File: config.mk
export PLATFORM = sky130hd
export DESIGN_NAME = seg_display_mux
export DESIGN_NICKNAME = d
export VERILOG_FILES = /design/src/rtl/seg_display_mux.sv
export SDC_FILE = /design/constraint.sdc
export NUM_CORES = 1
export LEC_CHECK = 0
export ABC_AREA = 1
export BUFFER_PORTS_ARGS = -buffer_cell sky130_fd_sc_hd__clkbuf_2
export CAP_MARGIN = 20
export CORE_ASPECT_RATIO = 1.4
export CORE_MARGIN = 4
export CORE_UTILIZATION = 36
export CTS_CLUSTER_DIAMETER = 50
export DETAILED_ROUTE_END_ITERATION = 7
export GPL_ROUTABILITY_DRIVEN = 1
export PLACE_DENSITY = 0.6
export SLEW_MARGIN = 20
export SYNTH_ARGS = -nofsm -noshare
export SYNTH_HDL_FRONTEND = slang
export SYNTH_SLANG_ARGS = --single-unit
File: constraint.sdc
create_clock -name clk -period 5.9 [get_ports clk]
set_input_delay 0.885 -clock clk [delete_from_list [all_inputs] [get_ports clk]]
set_output_delay 0.885 -clock clk [all_outputs]
set_load 0.03 [all_outputs]
File: src/rtl/seg_display_mux.sv
// Four-digit common-anode seven-segment scan multiplexer.
// Snapshots the digit bus once per frame and blanks digits selected by
// blink_mask on alternate blink phases.
// Optional build macro SEG_LEADING_ZERO_BLANK_EN suppresses a leading zero
// on digit 3 when that digit is not being adjusted.
module seg_display_mux #(
    parameter int unsigned REFRESH_DIV = 100000
) (
    input  logic       clk,
    input  logic       rst,
    input  logic       en_2hz,
    input  logic [3:0] hex3,
    input  logic [3:0] hex2,
    input  logic [3:0] hex1,
    input  logic [3:0] hex0,
    input  logic [3:0] blink_mask,
    output logic [3:0] an,
    output logic [6:0] seg,
    output logic       dp
);

    localparam int unsigned CntW = (REFRESH_DIV > 1) ? $clog2(REFRESH_DIV) : 1;
    localparam logic [CntW-1:0] CntMax = CntW'(REFRESH_DIV - 1);

    logic [CntW-1:0] cnt_q, cnt_d;
    logic [1:0]      idx_q, idx_d;
    logic            phase_q, phase_d;
    logic [3:0]      sh3_q, sh2_q, sh1_q;
    logic [3:1]      sh_mask_q;  // slot 0 always uses the live mask bit
    logic [3:0]      an_q, an_d;
    logic [6:0]      seg_q, seg_d;
    logic            dp_q, dp_d;
    logic            tick;
    logic            snap;
    logic [3:0]      slot_hex;
    logic            slot_mbit;
    logic            blank;

    // Active-low glyphs, bit order {g,f,e,d,c,b,a}.
    function automatic logic [6:0] decode(input logic [3:0] h);
        logic [6:0] s;
        case (h)
            4'h0: s = 7'b1000000;
            4'h1: s = 7'b1111001;
            4'h2: s = 7'b0100100;
            4'h3: s = 7'b0110000;
            4'h4: s = 7'b0011001;
            4'h5: s = 7'b0010010;
            4'h6: s = 7'b0000010;
            4'h7: s = 7'b1111000;
            4'h8: s = 7'b0000000;
            4'h9: s = 7'b0010000;
            4'hA: s = 7'b0001000;
            4'hB: s = 7'b0000011;
            4'hC: s = 7'b1000110;
            4'hD: s = 7'b0100001;
            4'hE: s = 7'b0000110;
            default: s = 7'b0001110;
        endcase
        return s;
    endfunction

    assign tick = (cnt_q == CntMax);
    assign an   = an_q;
    assign seg  = seg_q;
    assign dp   = dp_q;

    // Next-state: refresh counter, scan index, blink phase and the slot being entered.
    always_comb begin
        cnt_d     = tick ? '0 : cnt_q + 1'b1;
        idx_d     = tick ? idx_q + 2'd1 : idx_q;
        snap      = tick && (idx_d == 2'd0);
        phase_d   = phase_q;
        slot_hex  = hex0;
        slot_mbit = blink_mask[0];
        an_d      = an_q;
        seg_d     = seg_q;
        dp_d      = dp_q;

        // Leaving adjust mode clears the phase so digits come back immediately.
        if (blink_mask == 4'd0) begin
            phase_d = 1'b0;
        end else if (en_2hz) begin
            phase_d = ~phase_q;
        end

        // Digit 0 is decoded from the live bus, the same value being snapshotted.
        unique case (idx_d)
            2'd0: begin slot_hex = hex0;  slot_mbit = blink_mask[0]; end
            2'd1: begin slot_hex = sh1_q; slot_mbit = sh_mask_q[1];  end
            2'd2: begin slot_hex = sh2_q; slot_mbit = sh_mask_q[2];  end
            default: begin slot_hex = sh3_q; slot_mbit = sh_mask_q[3]; end
        endcase

        // Pre-toggle phase is used when tick and en_2hz coincide.
        blank = slot_mbit & phase_q;
`ifdef SEG_LEADING_ZERO_BLANK_EN
        if ((idx_d == 2'd3) && (sh3_q == 4'd0) && !sh_mask_q[3]) begin
            blank = 1'b1;
        end
`endif

        if (tick) begin
            if (blank) begin
                an_d  = 4'b1111;
                seg_d = 7'h7F;
                dp_d  = 1'b1;
            end else begin
                an_d  = ~(4'b0001 << idx_d);
                seg_d = decode(slot_hex);
                dp_d  = (idx_d != 2'd2);
            end
        end
    end

    // State and registered outputs; reset blanks the display immediately.
    always_ff @(posedge clk or negedge rst) begin
        if (!rst) begin
            cnt_q     <= '0;
            idx_q     <= 2'd3;
            phase_q   <= 1'b0;
            sh3_q     <= 4'd0;
            sh2_q     <= 4'd0;
            sh1_q     <= 4'd0;
            sh_mask_q <= 3'd0;
            an_q      <= 4'b1111;
            seg_q     <= 7'h7F;
            dp_q      <= 1'b1;
        end else begin
            cnt_q   <= cnt_d;
            idx_q   <= idx_d;
            phase_q <= phase_d;
            an_q    <= an_d;
            seg_q   <= seg_d;
            dp_q    <= dp_d;
            if (snap) begin
                sh3_q     <= hex3;
                sh2_q     <= hex2;
                sh1_q     <= hex1;
                sh_mask_q <= blink_mask[3:1];
            end
        end
    end

endmodule

* After elaboration in Yosys (flattened, before gate mapping)
Memories as Yosys holds them, arrays and structs flattened. Cells that the tools add are included.
Storage, ports and cells: register bits after elaboration 47, memory bits (read-only) 112, input bits 23, output and inout bits 12, logic and storage cells 34, memories 1
Memories:
- (no name shown) | words 16, width 7, read ports 1, clocked after Yosys merged registers in 0, write ports 0, line 42 | case (h)
Cells by class: add/sub/neg operators 2, equal/unequal tests 4, shift operators 1, multiplexer cells 9, bitwise logic cells 3, reduce and logical (&&, ||, !) cells 4
Operators by type and width (number):
- $add 17x1->17 const B | 1
- $eq 17x17->1 const B | 1
- $mux 17 | 1
- $pmux 4 s3 | 1
- $mux 7 | 1
- $logic_not 4->1 | 1
- $mux 4 | 1
- $not 4->4 | 1
- $shl 1x2->4 const A | 1
- $mux 1 | 3
- $pmux 1 s3 | 1
- $add 2x1->2 const B | 1
- $eq 2x1->1 const B | 1
- $eq 2x2->1 const B | 1
- $logic_not 2->1 | 1
- $mux 2 | 1
- $ne 2x2->1 const B | 1
- $reduce_bool 2->1 | 1
- $and 1x1->1 | 1
- $logic_and 1x1->1 | 1
- $not 1->1 | 1

* Longest topological paths before layout
depth in word-level cells 6, depth in mapped cells 20, depth with buffers taken out 19

* Worst setup path after synthesis
No wires, ideal clock.
path kind register to register, start point reg cnt_q[0], end point reg seg_q[3] (netlist: seg[3]), library setup time 0.072 ns, arrival time 2.272 ns, path slack 3.556 ns, stages on the path, launching flop included 17, clock period less this slack 2.344 ns, cells stage by stage dfrtp_1 ha_1 nand3_2 nor2_2 nand4_1 nand2_2 buf_6 nand2_4 o21ai_1 inv_1 ha_1 nand3_1 nand2_1 nand2_1 nand3_1 nand2_1 inv_1
Between the ends: longest elaborated chain between the ends 6, elaborated cells on any way between the ends 10, classes of those cells eq/ne: 3; mux: 4; bitwise: 1; reduce/logical: 1; memory: 1
RTL lines:
- start: declaration | line 25 | logic [CntW-1:0] cnt_q, cnt_d;
- start signal: assignment | line 130 | cnt_q <= cnt_d;
- $eq 17x17->1 * | line 63 | assign tick = (cnt_q == CntMax);
- $mux 2 * | line 71 | idx_d = tick ? idx_q + 2'd1 : idx_q;
- via idx_d[0] | line 26 | logic [1:0] idx_q, idx_d;
- $eq 2x2->1, or another cell as far along | line 88 | unique case (idx_d)
- $pmux 4 s3 / $pmux 1 s3 (equally long branches) | line 88
- $mem_v2 16x7 / $and 1x1->1 (equally long branches)
- $mux 7 * | line 104 | if (blank) begin
- end signal: assignment | line 134 | seg_q <= seg_d;
- end: declaration | line 31 | logic [6:0] seg_q, seg_d;
Mark *: on every way through the listed nets, which the timed path passes. The rest lies on a longest branch. A chain may end at the register's enable or synchronous reset.

* Worst setup path in the final report
start point reg cnt_q[0], end point reg seg_q[3] (netlist: seg[3])
Between the ends: longest elaborated chain between the ends 6, elaborated cells on any way between the ends 10, classes of those cells eq/ne: 3; mux: 4; bitwise: 1; reduce/logical: 1; memory: 1
RTL lines (line):
- $eq 17x17->1 * | 63
- $mux 2 | 71
- $eq 2x2->1, or another cell as far along | 88
- $pmux 4 s3 / $pmux 1 s3 (equally long branches) | 88
- $mem_v2 16x7 / $and 1x1->1 (equally long branches)
- $mux 7 | 104
Mark *: on every way between the ends. The rest lies on a longest branch, timed or not.

==> summary.md <==
| Metric | Value |
|---|---|
| Distinct cells, synth | `37` |
| Routed wire length | `5.71 mm` |
| CP startpoint | `cnt_q[0]` |
| Worst Path Max Fanout | `12` |
| Placed Cells | `457` |
| Fin crit share | `0.464` |
| Post-synthesis mux area share | `0` |
| Vias post-DR | `~2,100` |
| CTS max path bufs | `2` |
| Synth Flop Type | `dfrtp_1` |
| Starting density of the core | `0.371` |
| Row count | `36` |
| WL per Instance | `between 10 and 15 um` |
| Largest cells by area after synthesis | `dfrtp_1 (32%), nand2_1 (14%), dfstp_2 (13%)` |
| Post-synthesis simple-gate area fraction | `0.340` |
| Setup bufs post-CTS | `0` |
| Die Ht | `109 um` |
| Setup_tns | `0 ns` |
| CP Capture Type | `register` |
| Synth area leader | `dfrtp_1` |
| Setup slack at placement | `3.17 ns` |
| Worst Skew | `around 0.0065 ns` |
| Detail Placement HPWL | `~4.3 mm` |
| Root Driver | `clkbuf_8` |
| Final ANT Viol Nets | `0` |
| Power Density | `204 nW/um^2` |
| Max Freq | `366 MHz` |
| Critical path data arrival time | `between 2 and 3 ns` |
| Antenna violations before repair | `0` |
| Crit path cell chain | `ha_1, nand3_2, nor2_2, nand4_1, nand2_2, nor2_2, nand2_1, nand3_1, o21ai_1, inv_1, ha_1, nand3_1, nand2_1, nand2_1, nand3_1, nand2_1, inv_1` |
| PortBufs | `34` |
| Max VDD drop | `approximately 0.000084 V` |
| Most common cell in the netlist | `nand2_1` |
| Startpoint types | `register` |
| Layout area overhead | `14.0%` |
| Filler cells | `about 740` |
| Number of global-route vias before repair | `2,224` |
| TritonCTS clock tree | `done` |
| RSZ-0062 raised after global routing | `false` |
| Max Cap Violations | `0` |
| Layout net count | `399` |
| Worst relative slew slack | `0.623` |
| DR vias/cell | `~4.6` |
| Reg2Reg Launch Point | `cnt_q[0]` |
| Clock-pin slew on the worst setup and hold paths | `~0.09 ns` |
| Data required time at the worst endpoint | `approximately 6 ns` |
| Post-CTS sizing | `0` |
| R2r setup slk | `approximately 3.2 ns` |
| Max incr delay on CP | `0.37 ns` |
| Largest net degree at the start of global routing | `47` |
| EDFF count, synth | `0` |
| RR Endpoint | `seg[3]` |
| Post-synthesis register bit count | `46` |
| Share of the synthesized area in the top cell type | `0.317` |
| Layout Utilization | `0.423` |
| GR Util All Layers | `0.144` |
| Critical path capture point | `seg[3]` |
| Fin crit period | `approximately 2.7 ns` |
| H-tree depth | `2` |
| Post-Synth Adder-Cell Area | `0.0336` |
| CP dominant cell by count | `nand2_1` |
| Sink Count | `46` |
| Synth Area per Inst | `slightly below 8 sq um` |
| Xor/xnor cell area share of the yosys netlist | `0.0202` |
| Final Max Slew Viols | `0` |
| Post-Synthesis Cell Area | `2610 sq um` |
| Total CTS buffers | `5` |
| Share of cells above drive strength 1 | `0.257` |
| Warnings, synthesis | `0` |
| I/O pins | `35` |
| Final setup vio count | `0` |
| Compound-Gate Fraction of Synth Area | `0.0768` |
| Finished Cell Area | `about 3000 sq um` |
| Die width | `approximately 80 um` |
| Asr flop ratio synth | `1.00` |
| Slowest-stage cell, CP | `dfrtp_1` |
| Drc violations | `0` |
| RD Place Congestion | `~0.84` |
| Cell Area, Placed | `roughly 2900 sq um` |
| Antenna Cells | `0` |
| Worst slew pin tran | `0.566 ns` |
| Cells after synthesis | `between 300 and 400` |
| Initial drt markers | `roughly 70` |
| Largest family of logic cells by synthesized area | `simple AND/OR/NAND/NOR gates` |
| GRT Residual Overflow | `0` |
| Core area | `7030 sq um` |
| Reg2Reg Depth | `17` |
| Hold Path Class | `reg -> reg` |
| Non-Filler Instances | `~470` |
| Pleak | `between 1.5 and 2 nW` |
| Classification of the worst setup path | `reg -> reg` |
| Post-synth top cells | `nand2_1 (97), inv_1 (38), dfrtp_1 (33)` |
| Hold Buf Count CTS | `0` |
| Status | `finished clean` |
| Clock Latency Late Sink | `about 0.30 ns` |
| Final hold vios | `0` |
| Post-synthesis sequential area ratio | `0.448` |
| TritonRoute pass-1 iters | `6` |
| Post-route setup slack | `3.16 ns` |
| Net Count, Synth | `around 360` |
| First-pass GRT wire length | `slightly below 10 mm` |
| Die footprint | `8690 sq um` |
-- critical path, delay by kind of cell, from the launching register on --
kind                       cells  cell delay, ns
adders and majority gates      2            0.46
DFF                            1            0.37
AOI/OAI and AO/OA              1            0.28
buffers and inverters          2            0.20
and+or+nand+nor               12            1.36
-- layout make-up --
class                   count  area (sq um)  area share
clock buffers               6          72.6      0.0244
clock inverters             2          37.5      0.0126
inverters                  45           171      0.0577
multi-input cells         236          1230       0.413
flip-flops and latches     46          1170       0.393
well taps                  95           119      0.0400
repair buffers             35           178      0.0598
-- how the worst min path moves through the flow --
stage	startpoint	endpoint	slack [ns]	depth (start not counted)
finish	sh1_q[1]	sh1_q[1]	0.48	2
global route	sh2_q[1]	sh2_q[1]	0.52	2
CTS	sh1_q[1]	sh1_q[1]	0.49	2
detailed placement	sh1_q[1]	sh1_q[1]	0.46	2
global placement	sh1_q[0]	sh1_q[0]	0.46	2
floorplan	sh1_q[0]	sh1_q[0]	0.44	2
-- cells in the final DEF (no fill, tap or decap), types with 5 or more instances in the layout --
cell type / count
inv_1: 38
dfrtp_1: 33
clkbuf_8: 5
xor2_1: 5
nand2_1: 97
clkbuf_2: 34
nand2_2: 8
o21ai_0: 7
nand3_1: 30
nor2_1: 28
or2_2: 7
dfstp_2: 13
ha_1: 7
nor2_2: 10
-- through the flow --
step           hold slack [ns]  total power [W]
2_1_floorplan            0.444         0.000355
3_3_place_gp             0.462         0.000377
3_5_place_dp             0.462         0.000377
4_1_cts                  0.486         0.000615
5_1_grt                  0.516         0.000632
6_report                 0.481         0.000605
-- cell families (layout without fill, tap and decap cells) --
logic type | after synthesis | count (layout)
and+or+nand+nor | 195 | 195
AOI/OAI and AO/OA | 28 | 28
DFF | 46 | 46
xor gates and xnor gates | 6 | 6
buffers and inverters | 52 | 88
adders and majority gates | 7 | 7
-- where the power goes --
group	internal, W	switching, W	total (W)
combinational	0.0000184	0.0000294	0.0000478
sequential	0.000319	0.00000326	0.000322
clock	0.000126	0.000109	0.000235
-- state kept, by name (all words and copies together), names as in the netlist --
| signal | cells |
|---|---|
| sh3_q | 4 |
| sh1_q | 4 |
| idx_q | 2 |
| cnt_q | 17 |
| an | 4 |
| sh2_q | 4 |
| sh_mask_q | 3 |
| phase_q | 1 |
| seg | 7 |
-- metal layers --
metal  part of all wire  wire length (um)  up-vias  track usage
met2               0.51              2930       43        0.260
met4              0.016                91        0       0.0531
met1               0.43              2470      988        0.167
li1                   -                 -     1110            -
met5                  0                 0        -            0
met3              0.039               222        7       0.0281
(Power assumes the default switching activity.)
